File: src/rtl/serializer_fsm.sv
// serializer_fsm: takes LENGTH-bit words from an upstream FIR and sends them
// out one bit per transfer, LSB first, with a valid/ready handshake on the
// serial side. A one-deep hold register lets the next word wait while the
// current one shifts, so consecutive words leave with no gap cycle.
//
//   state     | meaning
//   ----------+-----------------------------------------------------------
//   IDLE      | nothing shifting; a held word is loaded on the next enabled edge
//   SHIFT_OUT | shift_q[0] presented on o_dout, advances on each transfer
module serializer_fsm #(
    parameter int LENGTH = 24
) (
    input  logic              i_clk,
    input  logic              i_rst,
    input  logic              i_en,
    input  logic [LENGTH-1:0] iv_din,
    input  logic              i_din_valid,
    output logic              o_ready,
    output logic              o_dout,
    output logic              o_dout_valid,
    input  logic              i_ready,
    output logic              o_last,
    output logic              o_busy
);

    localparam int CW = $clog2(LENGTH) + 1;
    localparam logic [CW-1:0] CNT_LAST = CW'(LENGTH - 1);

    // Two-bit encoding so the unused codes have somewhere defined to go.
    typedef enum logic [1:0] {
        IDLE      = 2'b00,
        SHIFT_OUT = 2'b01
    } state_t;

    state_t            state_q, state_d;
    logic [LENGTH-1:0] hold_q, hold_d;
    logic              hold_valid_q, hold_valid_d;
    logic [LENGTH-1:0] shift_q, shift_d;
    logic [CW-1:0]     cnt_q, cnt_d;

    logic accept;
    logic transfer;
    logic dout_valid;
    logic last_bit;

    // Output decode; o_ready drops with reset itself, not a clock later.
    always_comb begin
        dout_valid = (state_q == SHIFT_OUT);
        last_bit   = dout_valid && (cnt_q == CNT_LAST);
        o_ready    = !hold_valid_q && !i_rst;
        accept     = i_en && i_din_valid && o_ready;
        transfer   = i_en && dout_valid && i_ready;
    end

    assign o_dout_valid = dout_valid;
    assign o_dout       = dout_valid & shift_q[0];
    assign o_last       = last_bit;
    assign o_busy       = dout_valid || hold_valid_q;

    // Next-state logic: load/reload from the hold register, shift on transfer,
    // and capture new words into the hold register when it is empty.
    always_comb begin
        state_d      = state_q;
        hold_d       = hold_q;
        hold_valid_d = hold_valid_q;
        shift_d      = shift_q;
        cnt_d        = cnt_q;

        case (state_q)
            IDLE: begin
                if (i_en && hold_valid_q) begin
                    shift_d      = hold_q;
                    hold_valid_d = 1'b0;
                    cnt_d        = '0;
                    state_d      = SHIFT_OUT;
                end
            end
            SHIFT_OUT: begin
                if (transfer) begin
                    if (last_bit) begin
                        cnt_d = '0;
                        if (hold_valid_q) begin
                            // Back-to-back word: no return through IDLE.
                            shift_d      = hold_q;
                            hold_valid_d = 1'b0;
                        end else begin
                            shift_d = shift_q >> 1;
                            state_d = IDLE;
                        end
                    end else begin
                        shift_d = shift_q >> 1;
                        cnt_d   = cnt_q + 1'b1;
                    end
                end
            end
            default: begin
                state_d = IDLE;
                cnt_d   = '0;
            end
        endcase

        // accept needs an empty hold register and a drain needs a full one,
        // so they never collide; a freshly drained register waits a cycle.
        if (accept) begin
            hold_d       = iv_din;
            hold_valid_d = 1'b1;
        end
    end

    // State and datapath registers; i_en low freezes everything.
    always_ff @(posedge i_clk or posedge i_rst) begin
        if (i_rst) begin
            state_q      <= IDLE;
            hold_q       <= '0;
            hold_valid_q <= 1'b0;
            shift_q      <= '0;
            cnt_q        <= '0;
        end else if (i_en) begin
            state_q      <= state_d;
            hold_q       <= hold_d;
            hold_valid_q <= hold_valid_d;
            shift_q      <= shift_d;
            cnt_q        <= cnt_d;
        end
    end

endmodule

File: config.mk
export PLATFORM = sky130hd
export DESIGN_NAME = serializer_fsm
export DESIGN_NICKNAME = d
export VERILOG_FILES = /design/src/rtl/serializer_fsm.sv
export SDC_FILE = /design/constraint.sdc
export NUM_CORES = 1
export LEC_CHECK = 0
export CAP_MARGIN = 10
export CORE_MARGIN = 10
export CORE_UTILIZATION = 57
export DETAILED_ROUTE_END_ITERATION = 10
export PLACE_DENSITY = 0.8
export SLEW_MARGIN = 20
export SYNTH_ARGS = -nofsm -noshare
export SYNTH_HDL_FRONTEND = slang
export SYNTH_SLANG_ARGS = --single-unit
File: constraint.sdc
create_clock -name i_clk -period 3.4 [get_ports i_clk]
set_input_delay 0.34 -clock i_clk [delete_from_list [all_inputs] [get_ports i_clk]]
set_output_delay 0.34 -clock i_clk [all_outputs]
set_load 0.005 [all_outputs]
==> run summary <==
The flow ran to the end, and the final reports show no timing, DRC or antenna violations. The critical path is of the reg2out type. Among all flip-flop cells after synthesis, the most frequent one is dfrtp_1. The combinational power share came out at 0.330. The placed instance count came out at 381. At the worst endpoint, the required time is 3.06 ns. TritonCTS built the clock tree. The number of H-tree levels came out at 2. The number of top-level pins is 34.

In this run the power spent charging and discharging nets is 773.3 uW. The element type at the critical path end is an output port. The weighted congestion reported at the end of routability-driven placement came out at 0.7583. The ratio of final minimum period to clock period came out at 0.7326. The type of element launching the critical path is a flop. The sequential element share of the synthesized area is 0.4257. dfrtp_1 takes more of the synthesized area than any other cell.

CTS saw 56 sinks. The area growth from synthesis to layout came out at 13.07%. In the final routed layout, each cell accounts on average for 17.33 um. The leakage power figure is 0.001661 uW. Buffers inserted during clock tree synthesis total 5.

Clock-pin slew was measured on the worst setup and hold paths at 0.10 ns. The buffer levels on the longest clock path is 2. The HPWL after detailed placement came out at 4.477 mm. The total power came out at 2212 uW. The first-pass iteration count of the detailed router is 4. The worst hold path belongs to the class in2async. Setup repair after global routing left no endpoint under its margin. Measured against its own limit, the worst slew margin works out to 0.5565.

Subtracting the final worst setup slack from the clock period gives 2.491 ns. The summed negative setup slack over all endpoints is 0 ns. The count of cell types in the netlist is 40. The final count of pins violating max slew is 0.

In this run the power density over the cells is 594.3 mW/mm2. For this run, the number of Yosys warnings is 0. The core area is 0.005540 mm2. The synthesized area divided by synthesized cell count is 11.35 um2. Yosys attributes the largest share of cell area to dfrtp_1 (43%), a2bb2oi_2 (8.7%), mux2_2 (8.2%). The fmax came out at 0.4015 GHz. The remaining number of nets flagged by the antenna check after routing came out at 0. The number of buffers inserted for hold repair after clock tree synthesis is 0.

The vertical die dimension is 96.00 um. The maximum VDD drop came out at 0.4157 mV. The number of enable flip-flop cells after synthesis came out at 0. Setup violations remaining at the end of the flow were counted as 0.

The final worst clock skew came out at 0.009016 ns. The DRC marker count from the first detailed-route iteration came out at 114. The maximum net fanout on the critical path came out at 5. The first-pass GRT wire length came out at 11.68 mm. CTS placed an instance of clkbuf_8 at the clock tree root. The latest clock arrival within the worst-skew pair is 0.31 ns. The detailed router placed 2,288 vias in this run. The via count of the first global-routing pass is 2,465. The share of synthesized area in the top cell type comes to 0.4257. The setup slack after layout came out at 0.9093 ns.

The global-route usage over all layers came out at 0.1558. The number of nets in the finished design is 346. The number of cells in the finished layout apart from fillers is 389. The starting density of the core came out at 0.5942. The number of diodes added for antenna fixing came out at 0. The internal power is 1439 uW. The width of the die came out at 96.00 um. The number of rows in the core area came out at 27.

The transition time of the tightest slew-check pin came out at 0.6593 ns. Entering global routing, the biggest net connects 31 pins. Of the total power, registers draw 0.499. The fraction of the core area covered by cells at the end of the flow came out at 0.6719. Input and output buffers added on the ports amount to 33.

The cell count after synthesis came out at 290. The final hold violation count is 0. The count of unresolved DRC violations after routing is 0. Counting every net in the synthesized netlist gives 320. Of the total power, the share spent switching nets is 0.3496.

The share of total power dissipated in the clock network is 0.171. The area of the mapped netlist is 0.003292 mm2. The average via count per standard cell came out at 5.882. The aggregate routed wire length is 6.743 mm. For this run, asynchronously set or reset flops after synthesis account for 1.000.

The post-placement setup slack came out at 1.140 ns. The residual overflow from global routing came out at 0. The number of setup buffers added after CTS is 0.

The reported max-cap violation count came out at 0. The initial antenna violation count is 0. In the final layout, the share of cells above drive strength 1 is 0.2744. The die area is 0.009215 mm2. Counting flops and latches in the post-synthesis netlist gives 56.

The arrival time of the worst setup path is 2.15 ns. The post-cts repair resize count is 0.
-- synth_stat cells (2+ instances only) --
master / number
o2bb2ai_1: 2
nand2_1: 8
a2bb2oi_1: 3
a2bb2oi_2: 19
o211ai_1: 23
nor2_1: 5
nand2b_1: 2
and3_1: 2
nand3_1: 2
clkbuf_1: 6
mux2_2: 24
nor2_4: 19
buf_6: 2
buf_2: 9
mux2i_1: 23
inv_1: 29
buf_4: 3
o21ai_0: 32
dfrtp_1: 56
-- worst max-delay path, stage by stage (launching register included) --
cell and delay [ns]:
dfrtp_1 0.40, ha_1 0.26, nand4b_4 0.15, or3_2 0.46
inv_1 0.07, clkdlybuf4s50_1 0.50
-- metrics by stage --
| step | cell area, um2 | hold slack, ns |
|---|---|---|
| after CTS | 3722 | 0.4869 |
| after global routing | 3722 | 0.5394 |
| final | 3722 | 0.4760 |
| after floorplan | 3292 | 0.4643 |
| after global placement | 3630 | 0.4924 |
| after detailed placement | 3630 | 0.5128 |
-- area by class of cell --
cell class                 instances  area, um2
clock buffer                       6      82.58
inverter                          29      108.9
timing repair buffer              42      397.9
clock inverter                     2      10.01
sequential                        56       1401
tap                               72      90.09
multi-input combinational        182       1632
fill                             426       1818
-- flip-flops by register name (all words and copies together), names as in the netlist --
name / cells
hold_valid_q: 1
shift_q: 24
cnt_q: 6
state_q: 1
hold_q: 24
-- layout by cell type (no fill, tap or decap), drive strengths merged, types with 2 or more instances in the layout --
cell type / netlist / final
buf: 17 / 9
o2bb2ai: 2 / 2
mux2i: 23 / 23
mux2: 24 / 24
o211ai: 23 / 23
nand2b: 3 / 3
inv: 29 / 29
clkinv: 0 / 2
or4: 2 / 2
nor2: 24 / 24
clkdlybuf4s50: 0 / 33
clkbuf: 6 / 6
nand2: 9 / 9
dfrtp: 56 / 56
nand3: 2 / 2
and3: 2 / 2
o21ai: 33 / 33
a2bb2oi: 22 / 22
-- power by group through the flow --
stage          registers (uW)  clock network (uW)  logic [uW]
2_1_floorplan            1040                   0         617
3_3_place_gp             1100                   0         710
3_5_place_dp             1110                   0         736
4_1_cts                  1100                 393         741
5_1_grt                  1140                 420         806
6_report                 1100                 377         731
-- logic make-up after synthesis --
kind of cell	synth area share
AOI/OAI and AO/OA	0.2224
adders and majority gates	0.003800
buffers and inverters	0.07905
DFF	0.4257
muxes	0.1520
and+or+nand+nor	0.1171
-- worst paths after layout --
check	start	to	slack [ns]	cells after the start
max	cnt_q[0]	o_last	0.91	5
min	i_rst	shift_q[16]	0.48	2
max in group asynchronous	i_rst	cnt_q[5]	2.26	3
min in group i_clk	cnt_q[1]	cnt_q[1]	0.53	2
max reg2reg	cnt_q[0]	shift_q[21]	1.38	6
min reg2reg	cnt_q[1]	cnt_q[1]	0.53	2
-- layer usage --
metal | track usage | vias to the layer above | share of wire
met4 | 0.04791 | 0 | 0.0076
met5 | 0 | - | 0
met2 | 0.2539 | 61 | 0.48
met3 | 0.03580 | 6 | 0.051
met1 | 0.2007 | 1142 | 0.46
li1 | - | 1079 | -
(Power assumes the default switching activity.)
